--- src/rtl/simplez_pkg.sv ---
// Shared Simplez constants and the program loader's state encoding.
// Loader checksum checking is selected by SIMPLEZ_LOADER_CSUM_EN in simplez_loader.
package simplez_pkg;

  localparam int SIMPLEZ_AW = 9;
  localparam int SIMPLEZ_DW = 12;

  localparam logic [7:0] SYNC_BYTE = 8'hA5;

  typedef enum logic [2:0] {
    ST_IDLE  = 3'd0,
    ST_CNT_H = 3'd1,
    ST_CNT_L = 3'd2,
    ST_W_HI  = 3'd3,
    ST_W_LO  = 3'd4,
    ST_CSUM  = 3'd5,
    ST_RUN   = 3'd6,
    ST_ERROR = 3'd7
  } loader_state_e;

  // States that belong to a frame being received.
  function automatic logic in_frame(loader_state_e s);
    return (s == ST_CNT_H) || (s == ST_CNT_L) || (s == ST_W_HI) ||
           (s == ST_W_LO) || (s == ST_CSUM);
  endfunction

endpackage

--- src/rtl/loader_timeout.sv ---
// Inter-byte idle watchdog for the program loader; TIMEOUT = 0 disables it.
module loader_timeout #(
  parameter int TIMEOUT = 1_200_000
) (
  input  logic clk,
  input  logic rstn,
  input  logic clear,
  input  logic enable,
  output logic expired
);

  generate
    if (TIMEOUT == 0) begin : g_off
      assign expired = 1'b0;
    end else begin : g_on
      localparam int CW = $clog2(TIMEOUT + 1);
      localparam logic [CW-1:0] LIMIT = CW'(TIMEOUT);

      logic [CW-1:0] idle_cnt;

      // Counts idle clocks since the last byte, saturating at the limit.
      always_ff @(posedge clk) begin
        if (!rstn) begin
          idle_cnt <= '0;
        end else if (clear || !enable) begin
          idle_cnt <= '0;
        end else if (idle_cnt != LIMIT) begin
          idle_cnt <= idle_cnt + 1'b1;
        end
      end

      assign expired = enable && (idle_cnt == LIMIT);
    end
  endgenerate

endmodule

--- src/rtl/simplez_loader.sv ---
// Serial program loader: frames bytes into 12-bit RAM words and holds the CPU in reset
// until a frame is accepted. Define SIMPLEZ_LOADER_CSUM_EN to check the XOR checksum.
module simplez_loader
  import simplez_pkg::*;
#(
  parameter int AW      = SIMPLEZ_AW,
  parameter int DW      = SIMPLEZ_DW,
  parameter int TIMEOUT = 1_200_000
) (
  input  logic          clk,
  input  logic          rstn,
  // rx_valid/rx_data: one byte is consumed on every clock where rx_valid is high;
  // there is no backpressure, so the loader accepts a byte on every cycle.
  input  logic [7:0]    rx_data,
  input  logic          rx_valid,
  output logic          wr_en,
  output logic [AW-1:0] wr_addr,
  output logic [DW-1:0] wr_data,
  output logic          cpu_rstn,
  output logic          busy,
  output logic          done,
  output logic          err,
  output logic [2:0]    state_dbg
);

  localparam logic [16:0] MAX_WORDS = 17'd1 << AW;

  loader_state_e state_q, state_d;
  logic [15:0]   cnt_q, cnt_d;
  logic [AW:0]   addr_q, addr_d;
  logic [AW:0]   addr_inc;
  logic [3:0]    nib_q, nib_d;
  logic          wr_en_d;
  logic [AW-1:0] wr_addr_d;
  logic [DW-1:0] wr_data_d;
  logic [15:0]   count_full;
  logic          count_bad;
  logic          start_frame;
  logic          frame_active;
  logic          csum_ok;
  logic          expired;

  assign frame_active = in_frame(state_q);
  assign start_frame  = rx_valid && (rx_data == SYNC_BYTE) &&
                        ((state_q == ST_IDLE) || (state_q == ST_RUN) || (state_q == ST_ERROR));
  assign count_full   = {cnt_q[15:8], rx_data};
  assign count_bad    = (count_full == 16'd0) || ({1'b0, count_full} > MAX_WORDS);
  assign addr_inc     = addr_q + 1'b1;

  loader_timeout #(
    .TIMEOUT(TIMEOUT)
  ) u_timeout (
    .clk    (clk),
    .rstn   (rstn),
    .clear  (rx_valid),
    .enable (frame_active),
    .expired(expired)
  );

`ifdef SIMPLEZ_LOADER_CSUM_EN
  logic [7:0] csum_q, csum_d;
  logic       csum_byte;

  // Count and word bytes feed the checksum; the sync byte restarts it.
  assign csum_byte = rx_valid && frame_active && (state_q != ST_CSUM);

  always_comb begin
    csum_d = csum_q;
    if (start_frame) begin
      csum_d = 8'h00;
    end else if (csum_byte) begin
      csum_d = csum_q ^ rx_data;
    end
  end

  always_ff @(posedge clk) begin
    if (!rstn) begin
      csum_q <= 8'h00;
    end else begin
      csum_q <= csum_d;
    end
  end

  assign csum_ok = (rx_data == csum_q);
`else
  assign csum_ok = 1'b1;
`endif

  always_comb begin
    state_d   = state_q;
    cnt_d     = cnt_q;
    addr_d    = addr_q;
    nib_d     = nib_q;
    wr_en_d   = 1'b0;
    wr_addr_d = wr_addr;
    wr_data_d = wr_data;

    case (state_q)
      ST_IDLE, ST_RUN, ST_ERROR: begin
        if (start_frame) begin
          state_d = ST_CNT_H;
        end
      end
      ST_CNT_H: begin
        if (rx_valid) begin
          cnt_d[15:8] = rx_data;
          state_d     = ST_CNT_L;
        end
      end
      ST_CNT_L: begin
        if (rx_valid) begin
          cnt_d[7:0] = rx_data;
          addr_d     = '0;
          state_d    = count_bad ? ST_ERROR : ST_W_HI;
        end
      end
      ST_W_HI: begin
        if (rx_valid) begin
          if (rx_data[7:4] != 4'h0) begin
            state_d = ST_ERROR;
          end else begin
            nib_d   = rx_data[3:0];
            state_d = ST_W_LO;
          end
        end
      end
      ST_W_LO: begin
        if (rx_valid) begin
          wr_en_d   = 1'b1;
          wr_addr_d = addr_q[AW-1:0];
          wr_data_d = DW'({nib_q, rx_data});
          addr_d    = addr_inc;
          // The extra address bit lets a full 2^AW-word frame reach its count.
          state_d   = (17'(addr_inc) == {1'b0, cnt_q}) ? ST_CSUM : ST_W_HI;
        end
      end
      ST_CSUM: begin
        if (rx_valid) begin
          state_d = csum_ok ? ST_RUN : ST_ERROR;
        end
      end
      default: state_d = ST_IDLE;
    endcase

    if (frame_active && !rx_valid && expired) begin
      state_d = ST_ERROR;
    end
  end

  always_ff @(posedge clk) begin
    if (!rstn) begin
      state_q  <= ST_IDLE;
      cnt_q    <= 16'd0;
      addr_q   <= '0;
      nib_q    <= 4'h0;
      wr_en    <= 1'b0;
      wr_addr  <= '0;
      wr_data  <= '0;
      cpu_rstn <= 1'b0;
      busy     <= 1'b0;
      done     <= 1'b0;
      err      <= 1'b0;
    end else begin
      state_q  <= state_d;
      cnt_q    <= cnt_d;
      addr_q   <= addr_d;
      nib_q    <= nib_d;
      wr_en    <= wr_en_d;
      wr_addr  <= wr_addr_d;
      wr_data  <= wr_data_d;
      cpu_rstn <= (state_d == ST_RUN);
      busy     <= in_frame(state_d);
      done     <= (state_d == ST_RUN);
      err      <= (state_d == ST_ERROR);
    end
  end

  assign state_dbg = state_q;

endmodule

--- config.mk ---
export PLATFORM = sky130hd
export DESIGN_NAME = simplez_loader
export DESIGN_NICKNAME = d
export VERILOG_FILES = /design/src/rtl/simplez_pkg.sv /design/src/rtl/loader_timeout.sv /design/src/rtl/simplez_loader.sv
export SDC_FILE = /design/constraint.sdc
export NUM_CORES = 1
export LEC_CHECK = 0
export ABC_AREA = 1
export ABC_CLOCK_PERIOD_IN_PS = 2200
export CAP_MARGIN = 30
export CORE_MARGIN = 2
export CORE_UTILIZATION = 30
export DETAILED_ROUTE_END_ITERATION = 10
export HOLD_SLACK_MARGIN = 0.02
export PLACE_DENSITY = 0.53
export SYNTH_ARGS = -nofsm -noshare
export SYNTH_HDL_FRONTEND = slang
export SYNTH_SLANG_ARGS = --single-unit
--- constraint.sdc ---
create_clock -name clk -period 2.2 [get_ports clk]
set_clock_uncertainty 0.2 [all_clocks]
set_input_delay 0.44 -clock clk [delete_from_list [all_inputs] [get_ports clk]]
set_output_delay 0.44 -clock clk [all_outputs]
set_load 0.005 [all_outputs]
==> impl_results.md, run 1 <==
* Status: complete, no violations
* Synth-to-Final Area Change at 29.7%
* Hold crit path type: register to register
* Count of final setup violators at 0
* HPWL after DPL at 7360 um
* Port-buffer cells at 39
* GPL Wtd Cong at 0.855
* Total design power at 3390 uW
* Synth top cells by count: 101 x nand2_1, 79 x dfxtp_1, 70 x inv_1
* Fmax at 462 MHz
* ANT nets after route at 0
* Largest net degree at the start of global routing at 28
* DR vias/cell at 4.71
* Final min period at 2.16 ns
* Share of cells above drive strength 1 at 14.0%
* Num rows at 40
* Final worst slack at 0.0367 ns
* Diode count at 0
* Grt total ovfl at 0
* Clock-pin slew on the worst setup and hold paths at 0.06 ns
* Sequential cell area at 0.00159 mm^2
* Netlist cell types at 35
* DRC at 0
* Post-synth top flop: dfxtp_1
* Pins Over Slew Limit at 0
* Max-slew headroom at 75.7%
* Leak pwr at 0.00184 uW
* Mapped Nets at 544
* Post-synthesis cell count at 530
* Synth area leaders: dfxtp_1 43%, nand2_1 10%, a21oi_1 7.9%, inv_1 7.1%, o21ai_0 7.0%
* Worst-Margin Slew at 0.361 ns
* Initial Util at 30.8%
* Fin. Hold Viols at 0
* First-pass GRT wire length at 16,700 um
* Reg power frac at 45.0%
* Power Density at 702 mW/mm^2
* DR iter-0 viols at 189
* Fill count at 1,261
* Comb power frac at 12.8%
* DIE AREA at 0.0133 mm^2
* CTS Root Cell: clkbuf_16
* Internal Pwr Total at 2490 uW
* Drt pass-1 iters at 4
* Final Core Density at 40.0%
* Post-CTS setup buffers at 0
* RSZ-0062 raised after global routing: true
* Syn Area/Cell at 7.02 um^2
* Final instance area at 0.00483 mm^2
* Vias in the first global route at 3,466
* Worst slack, placed at -0.171 ns
* CP Launch Type: register
* CTS sink cnt at 79
* Clock share of power at 42.2%
* Setup_tns at 0 ns
* Sequential fraction of the synthesis area at 42.5%
* Longest Clk Path Bufs at 2
* CP Capture Type: register
* Synth warn at 0
* CP required at 2.27 ns
* Via count at 3,621
* Max_cap viols at 0
* Ports at 40
* Final Cycle Share at 98.3%
* Antenna violations before repair at 0
* Crit path max fanout at 3
* H-tree lvl count at 3
* Worst Setup Path Type: register to register
* Skew-Pair Late Insertion Delay at 0.34 ns
* GRT Util Overall at 15.9%
* CP arrival at 2.24 ns
* CTS tree: yes
* Core area at 0.0121 mm^2
* Post-synth EDFFs at 0
* Fraction of power spent switching nets at 26.4%
* Synthesis-stage register bit count at 79
* Peak supply drop at 0.322 mV
* Post-Syn Area at 0.00372 mm^2
* Nets at 609
* Die height at 115 um
* Routed wire length at 9990 um
* Most frequent cell after synthesis: nand2_1
* Footprint of the multi-input gates at 0.00187 mm^2
* Synth top area share at 42.5%
* Die Width at 115 um
* Fraction of registers with async set or reset after synthesis at 0%
* Largest area contributor in the netlist: dfxtp_1
* Drt wl/cell at 13.0 um
* Net Switching at 893 uW
* Total CTS buffers at 9
* Placement-stage cell area at 0.00448 mm^2
registers in the layout, summed over array words and instances, names as in the netlist:
| register | count |
|---|---|
| state_dbg | 3 |
| err | 1 |
| cnt_q | 16 |
| u_timeout.g_on.idle_cnt | 21 |
| busy | 1 |
| done | 1 |
| addr_q | 10 |
| wr_data | 12 |
| nib_q | 4 |
| wr_addr | 9 |
| wr_en | 1 |
per-layer routing:
| metal | vias up | part of all wire [%] | track usage [%] |
|---|---|---|---|
| met4 | 0 | 1.8 | 5.86 |
| met2 | 83 | 45 | 24.8 |
| met1 | 1646 | 48 | 21.1 |
| met3 | 13 | 5.6 | 4.22 |
| met5 | - | 0 | 0 |
| li1 | 1879 | - | - |
area by class of cell:
class	instances	area share [%]
Tap cell	168	4.36
Multi-Input combinational cell	365	38.7
Sequential cell	79	32.8
Clock inverter	4	0.596
Clock buffer	12	5.32
Timing Repair Buffer	68	12.6
Inverter	72	5.60
worst max-delay path, cell delays in order (launching register included):
cell and delay, ns:
dfxtp_2 0.34, ha_4 0.27, inv_2 0.03, nand2_1 0.04
nand2_1 0.04, nor2_1 0.09, nand2_1 0.07, nor2_2 0.15
nand4_1 0.11, nor2_1 0.13, nand3_1 0.11, nand2_2 0.12
nand2_4 0.07, nor2_4 0.15, nand2_2 0.07, a21oi_2 0.11
placed cells by master (no fill, tap or decap), types with 3 or more instances in the layout:
| cell type | count |
|---|---|
| a21oi_1 | 58 |
| buf_4 | 29 |
| clkbuf_16 | 9 |
| clkdlybuf4s50_1 | 39 |
| dfxtp_1 | 76 |
| dfxtp_2 | 3 |
| inv_1 | 69 |
| nand2_1 | 98 |
| nand2_2 | 6 |
| nand3_1 | 35 |
| nand3_2 | 3 |
| nand4_1 | 15 |
| nor2_1 | 48 |
| nor2_2 | 6 |
| nor2_4 | 5 |
| nor3_1 | 5 |
| nor4_2 | 3 |
| o21ai_0 | 52 |
| or2_2 | 3 |
| xor2_1 | 4 |
final timing paths:
kind	from	to	slack, ns	cells after the start
worst max register to register	addr_q[0]	busy	0.04	15
worst max-delay path	addr_q[0]	busy	0.04	15
worst min register to register	nib_q[3]	wr_data[11]	0.29	2
worst min-delay path	nib_q[3]	wr_data[11]	0.29	2
power groups by stage:
| stage | clock, uW | sequential, uW | combinational (uW) |
|---|---|---|---|
| detailed placement | 0 | 1560 | 409 |
| floorplan | 0 | 1550 | 244 |
| finish | 1430 | 1520 | 433 |
| CTS | 1470 | 1520 | 414 |
| global route | 1530 | 1530 | 484 |
| global placement | 0 | 1560 | 404 |
cells by family after synthesis:
logic type,Yosys count,synth area share (%)
XOR/XNOR,4,0.942
adder cells (fa/ha/maj),3,1.01
flip-flops,79,42.5
AO/OA/AOI/OAI,122,17.1
buffers and inverters,86,8.85
AND/OR/NAND/NOR,236,29.6
metrics by stage:
stage / cells / hold slack [ns]
2_1_floorplan: 530 / 0.250
3_3_place_gp: 752 / 0.269
3_5_place_dp: 752 / 0.273
5_1_grt: 768 / 0.316
4_1_cts: 768 / 0.290
6_report: 768 / 0.290
timing repair:
action,4_1_cts,5_1_grt
pin swaps,0,14
resized for setup,3,14
setup endpoints to repair,1,6
hold buffers,0,0
(Power assumes the default switching activity.)
==> inputs of run 2 (changes only) <==
--- a/config.mk
+++ b/config.mk
@@ -11,8 +11,9 @@
 export CORE_MARGIN = 2
 export CORE_UTILIZATION = 30
 export DETAILED_ROUTE_END_ITERATION = 10
+export DONT_BUFFER_PORTS = 1
 export HOLD_SLACK_MARGIN = 0.02
-export PLACE_DENSITY = 0.53
+export PLACE_DENSITY = 0.49
 export SYNTH_ARGS = -nofsm -noshare
 export SYNTH_HDL_FRONTEND = slang
 export SYNTH_SLANG_ARGS = --single-unit
==> constraint.sdc (replaced) <==
create_clock -name clk -period 2.2 [get_ports clk]
set_clock_uncertainty 0.2 [all_clocks]
set_input_delay 0.22 -clock clk [delete_from_list [all_inputs] [get_ports clk]]
set_output_delay 0.22 -clock clk [all_outputs]
set_load 0.005 [all_outputs]
==> impl_results.md, run 2 (synthesis gave the netlist of run 1 again) <==
* Die height at 115 um (unchanged)
* CP cell instances: ha_4, inv_2, nand2_1, nand2_1, nor2_1, nand2_1, nor2_2, nand4_1, nor2_2, nand3_2, nand2_2, nand2_4, nor2_4, nand2_2, a21oi_2
* Num rows at 40 (unchanged)
* Pins Over Slew Limit at 0 (unchanged)
* Nets at 570 (-6.4%)
* Placed Instances at 703 (-6.5%)
* CP Capture Type: register
* Worst-Margin Slew at 0.404 ns (+0.0436 ns)
* First-pass GRT wire length at 16,400 um (-1.6%)
* Fin. Hold Viols at 0 (unchanged)
* Final Cycle Share at 98.3% (about the same)
* Via count at 3,467 (-4.3%)
* DRC at 0 (unchanged)
* H-tree lvl count at 3 (unchanged)
* Sequential cell area at 0.00159 mm^2 (unchanged)
* Diode count at 0 (unchanged)
* GRT Util Overall at 15.7% (-0.18 points)
* GPL Wtd Cong at 0.820 (-4.1%)
* Routed wire length at 10,100 um (+0.70%)
* DR iter-0 viols at 157 (-17%)
* Final instance area at 0.00450 mm^2 (-6.8%)
* Fill count at 1,256 (-0.40%)
* CTS Root Cell: clkbuf_16
* Drt wl/cell at 13.8 um (+6.4%)
* ANT nets after route at 0 (unchanged)
* Hold Slack at 0.0464 ns (-0.243 ns)
* RSZ-0062 raised after global routing: true
* Status: complete, no violations
* Worst slack, placed at 0.0488 ns (+0.220 ns)
* Final Core Density at 37.3% (-2.7 points)
* Core area at 0.0121 mm^2 (unchanged)
* Port-buffer cells at 0 (-100%)
* CP dominant cell by count: nand2_1
* Final min period at 2.16 ns (-0.0000715 ns)
* Max_cap viols at 0 (unchanged)
* DIE AREA at 0.0133 mm^2 (unchanged)
* Hold crit path type: input port to register
* Power Density at 750 mW/mm^2 (+6.9%)
* Die Width at 115 um (unchanged)
* DR vias/cell at 4.77 (+1.1%)
* CTS tree: yes
* Max-slew headroom at 72.8% (-2.9 points)
* Vias in the first global route at 3,364 (-2.9%)
* CP arrival at 2.22 ns (-0.02 ns)
* Share of cells above drive strength 1 at 13.6% (-0.40 points)
* Fmax at 462 MHz (about the same)
* Max reg flops at 21 (unchanged)
* Clock-pin slew on the worst setup and hold paths at 0.06 ns (about the same)
* Placement-stage cell area at 0.00401 mm^2 (-10%)
* Initial Util at 30.8% (unchanged)
* Largest net degree at the start of global routing at 48 (+71%)
* Antenna violations before repair at 0 (unchanged)
* Final worst slack at 0.0368 ns (+0.0000715 ns)
* Leak pwr at 0.00173 uW (-6.2%)
* Footprint of the multi-input gates at 0.00189 mm^2 (+1.3%)
* CP required at 2.26 ns (about the same)
* Peak supply drop at 0.457 mV (+42%)
* Crit path max fanout at 3 (unchanged)
* Regs by FF count: u_timeout.g_on.idle_cnt (21), cnt_q (16), wr_data (12)
* CP Launch Type: register
* Largest register by flop count: u_timeout.g_on.idle_cnt
* Drt pass-1 iters at 4 (unchanged)
* Worst Setup Path Type: register to register
* Total CTS buffers at 9 (unchanged)
* Synth-to-Final Area Change at 21.0%
* R2R setup slack at 0.04 ns (about the same)
* Count of final setup violators at 0 (unchanged)
* CTS sink cnt at 79 (unchanged)
* Skew-Pair Late Insertion Delay at 0.33 ns (about the same)
* Longest Clk Path Bufs at 2 (unchanged)
* Commonest non-fill, non-tap cell in the layout: nand2_1
* Most frequent cells in the layout: 99 x nand2_1, 76 x dfxtp_1, 69 x inv_1
* Crit-path max cell delay at 0.33 ns (about the same)
* Post-CTS setup buffers at 0 (unchanged)
* Finished Layout Cells at 727 (-5.3%)
* Ports at 40 (unchanged)
* Grt total ovfl at 0 (unchanged)
* CP max stage cell: dfxtp_2
* HPWL after DPL at 7220 um (-1.9%)
[run 2: worst paths after layout]
kind                                    from                    endpoint  cells after the start
setup / recovery                   addr_q[0]                        busy                     15
hold / removal                          rstn  u_timeout.g_on.idle_cnt[2]                      4
setup reg to reg                   addr_q[0]                        busy                     15
hold reg to reg   u_timeout.g_on.idle_cnt[7]  u_timeout.g_on.idle_cnt[7]                      2
[run 2: area by class of cell]
class                           instances  share of cell area, %
Clock buffer                           10                   5.31
Inverter                               72                   6.01
Sequential cell                        79                   35.2
Tap cell                              168                   4.67
Multi-Input combinational cell        365                   42.0
Timing Repair Buffer                   29                   5.70
Clock inverter                          4                   1.06
[run 2: per-layer routing]
metal | global-route usage, % | wire length (um) | vias up
met5 | 0 | 0 | -
met4 | 5.94 | 122 | 0
met3 | 4.22 | 585 | 11
met2 | 23.6 | 4390 | 77
met1 | 21.5 | 4960 | 1570
li1 | - | - | 1809
[run 2: timing repair]
item                                   4_1_cts  5_1_grt
endpoints found under the hold margin       52        0
hold buffers                                10        0
setup endpoints to repair                    0        8
resized for setup                            0       23
[run 2: metrics by stage]
step | setup TNS [ns] | power, uW
3_5_place_dp | 0 | 1880
4_1_cts | 0 | 3390
6_report | 0 | 3370
5_1_grt | -0.256 | 3530
2_1_floorplan | 0 | 1790
3_3_place_gp | 0 | 1880
[run 2: where the power goes]
group | internal, uW | total [uW] | switching, uW | leakage, uW
clock | 893 | 1470 | 577 | 0.000140
sequential | 1480 | 1530 | 46.8 | 0.000639
combinational | 135 | 374 | 239 | 0.000950
total | 2510 | 3370 | 862 | 0.00173
[run 2: critical path, delay by kind of cell, from the launching register on]
family / cells / cell delay [ns]
AND/OR/NAND/NOR: 12 / 1.17
adder cells (fa/ha/maj): 1 / 0.27
buffers and inverters: 1 / 0.03
flip-flops: 1 / 0.33
AO/OA/AOI/OAI: 1 / 0.10
==> inputs of run 3 (changes only) <==
--- a/config.mk
+++ b/config.mk
@@ -9,11 +9,12 @@
 export ABC_CLOCK_PERIOD_IN_PS = 2200
 export CAP_MARGIN = 30
 export CORE_MARGIN = 2
-export CORE_UTILIZATION = 30
+export CORE_UTILIZATION = 63
 export DETAILED_ROUTE_END_ITERATION = 10
 export DONT_BUFFER_PORTS = 1
+export GPL_TIMING_DRIVEN = 0
 export HOLD_SLACK_MARGIN = 0.02
-export PLACE_DENSITY = 0.49
+export PLACE_DENSITY_LB_ADDON = 0.2
 export SYNTH_ARGS = -nofsm -noshare
 export SYNTH_HDL_FRONTEND = slang
 export SYNTH_SLANG_ARGS = --single-unit
==> impl_results.md, run 3 (synthesis gave the netlist of run 1 again) <==
* Highest routed layer: met4
* CTS Root Cell: clkbuf_8
* Power Density at 727 mW/mm^2 (-3.0%)
* RR Endpoint: busy
* CTS sink cnt at 79 (unchanged)
* Commonest non-fill, non-tap cell in the layout: nand2_1
* Grt total ovfl at 0 (unchanged)
* Max-slew headroom at 62.1% (-11 points)
* Longest Clk Path Bufs at 2 (unchanged)
* Final Cycle Share at 101% (+2.6 points)
* ANT nets after route at 0 (unchanged)
* Antenna violations before repair at 0 (unchanged)
* Crit path max fanout at 4 (+1)
* Failing checks: negative setup slack
* CP cell instances: ha_4, inv_2, nand2_2, nand2_2, nor2_2, nand2_1, nor2_2, nand4_1, nor2_1, nand3_1, nand2_1, nand2_2, nor2_4, nand2_2, a21oi_2
* Ports at 40 (unchanged)
* Hold crit path type: input port to register
* Via count at 3,736 (+7.8%)
* Pins Over Slew Limit at 0 (unchanged)
* Diode count at 0 (unchanged)
* CP Launch Type: register
* Worst R2R Start: addr_q[0]
* Die Width at 80.8 um (-30%)
* Max_cap viols at 0 (unchanged)
* Nets at 569 (-0.18%)
* Total CTS buffers at 9 (unchanged)
* Core area at 0.00561 mm^2 (-54%)
* Top cell family by delay on the critical path: simple AND/OR/NAND/NOR gates
* Most frequent cells in the layout: 94 x nand2_1, 77 x dfxtp_1, 66 x inv_1
* R2R setup slack at -0.02 ns (-0.06 ns)
* GRT Util Overall at 30.1% (+14 points)
* DRC at 0 (unchanged)
* Worst-Margin Slew at 0.563 ns (+0.159 ns)
* Crit. path cell count at 15 (unchanged)
* CP bufs+invs at 1 (unchanged)
* Setup crit end: busy
* Drt wl/cell at 15.2 um (+9.7%)
* CP Capture Type: register
* Leak pwr at 0.00163 uW (-5.5%)
* CTS tree: yes
* Die height at 80.8 um (-30%)
* Regs by FF count: u_timeout.g_on.idle_cnt (21), cnt_q (16), wr_data (12)
* CP max stage cell: dfxtp_4
* Synth-to-Final Area Change at 14.5%
* Drt pass-1 iters at 5 (+1)
* DR vias/cell at 5.91 (+24%)
* Initial Util at 66.3% (+35 points)
* Largest register by flop count: u_timeout.g_on.idle_cnt
* DIE AREA at 0.00654 mm^2 (-51%)
* H-tree lvl count at 3 (unchanged)
* Final worst slack at -0.0197 ns (-0.0565 ns)
* Share of cells above drive strength 1 at 13.2% (-0.38 points)
* Final min period at 2.22 ns (+0.0565 ns)
* Routed wire length at 9590 um (-4.7%)
* CP dominant cell by count: nand2_2
* Worst Setup Path Type: register to register
* Fmax at 451 MHz (-2.5%)
* Fin. Hold Viols at 0 (unchanged)
* CP Launch Point: addr_q[0]
* Clock-pin slew on the worst setup and hold paths at 0.08 ns (+0.02 ns)
* Peak supply drop at 0.566 mV (+24%)
* CP required at 2.27 ns (about the same)
* HPWL after DPL at 6560 um (-9.2%)
* DR iter-0 viols at 346 (+120%)
* Largest net degree at the start of global routing at 14 (-71%)
* RSZ-0062 raised after global routing: true
* Max reg flops at 21 (unchanged)
* Met2 WL post-DR at 4490 um (+2.3%)
* Skew-Pair Late Insertion Delay at 0.35 ns (+0.02 ns)
* Count of final setup violators at 1 (+1)
* First-pass GRT wire length at 15,300 um (-6.4%)
* WL met1 at 4050 um (-18%)
* Vias in the first global route at 3,475 (+3.3%)
* Num rows at 27 (-33%)
* Crit-path max cell delay at 0.37 ns (+0.04 ns)
* Path depth of the worst reg2reg path at 15 (unchanged)
* CP arrival at 2.29 ns (+0.07 ns)
* WL met3 at 741 um (+27%)
* Setup_tns at -0.0197 ns (-0.0197 ns)
* Status: complete, but fails checks
* Worst slack, placed at -0.0965 ns (-0.145 ns)
* Port-buffer cells at 0 (unchanged)
* GPL Wtd Cong at 0.944 (+15%)
[run 3: worst min path at each step]
stage,start,endpoint,slack (ns),cells past startpoint
floorplan,rx_data[7],cnt_q[15],0.20,2
global placement,rx_data[5],cnt_q[5],0.23,2
detailed placement,rx_data[5],cnt_q[5],0.24,2
CTS,rx_valid,busy,0.03,4
global route,rstn,state_dbg[0],0.05,3
finish,rstn,state_dbg[0],0.04,3
[run 3: layout make-up]
| cell class | count | area (um^2) |
|---|---|---|
| clock inverter | 5 | 81.3 |
| buffer | 14 | 63.8 |
| sequential | 79 | 1590 |
| multi-input combinational | 365 | 1890 |
| tap | 72 | 90.1 |
| inverter | 72 | 270 |
| clock buffer | 11 | 141 |
| timing repair buffer | 14 | 130 |
| fill | 413 | 1350 |
[run 3: layer usage]
metal  up-vias  track usage [%]
met5         -                0
met2       191             48.2
met3        31             6.44
li1       1798                -
met1      1716             39.0
met4         0             13.6
[run 3: report_power, final]
group          internal, uW  switching [uW]  total, uW
Combinational           123             243        367
Clock                   671             533       1200
Sequential             1480            47.3       1530
Total                  2270             824       3100
[run 3: metrics by stage]
stage	power [uW]	utilization, %	area, um^2	instances	hold WS (ns)
4_1_cts	3060	74.1	4150	628	0.0266
6_report	3100	75.9	4260	632	0.0398
2_1_floorplan	1790	-	3720	530	0.200
3_3_place_gp	1860	67.9	3810	602	0.233
5_1_grt	3190	75.9	4260	632	0.0460
3_5_place_dp	1870	67.9	3810	602	0.237
[run 3: timing repair]
| item | CTS | global route |
|---|---|---|
| setup buffers | 0 | 4 |
| pin swaps | 0 | 17 |
| hold buffers | 10 | 0 |
| resized for setup | 6 | 31 |
| endpoints found under the hold margin | 32 | 0 |
| setup endpoints to repair | 5 | 45 |
[run 3: worst reg2reg max path, cell delays in order (launching register included)]
cell and delay [ns]:
dfxtp_4 0.37, ha_4 0.27, inv_2 0.04, nand2_2 0.05, nand2_2 0.05, nor2_2 0.09, nand2_1 0.08, nor2_2 0.16
nand4_1 0.10, nor2_1 0.13, nand3_1 0.13, nand2_1 0.10, nand2_2 0.10, nor2_4 0.14, nand2_2 0.06, a21oi_2 0.10
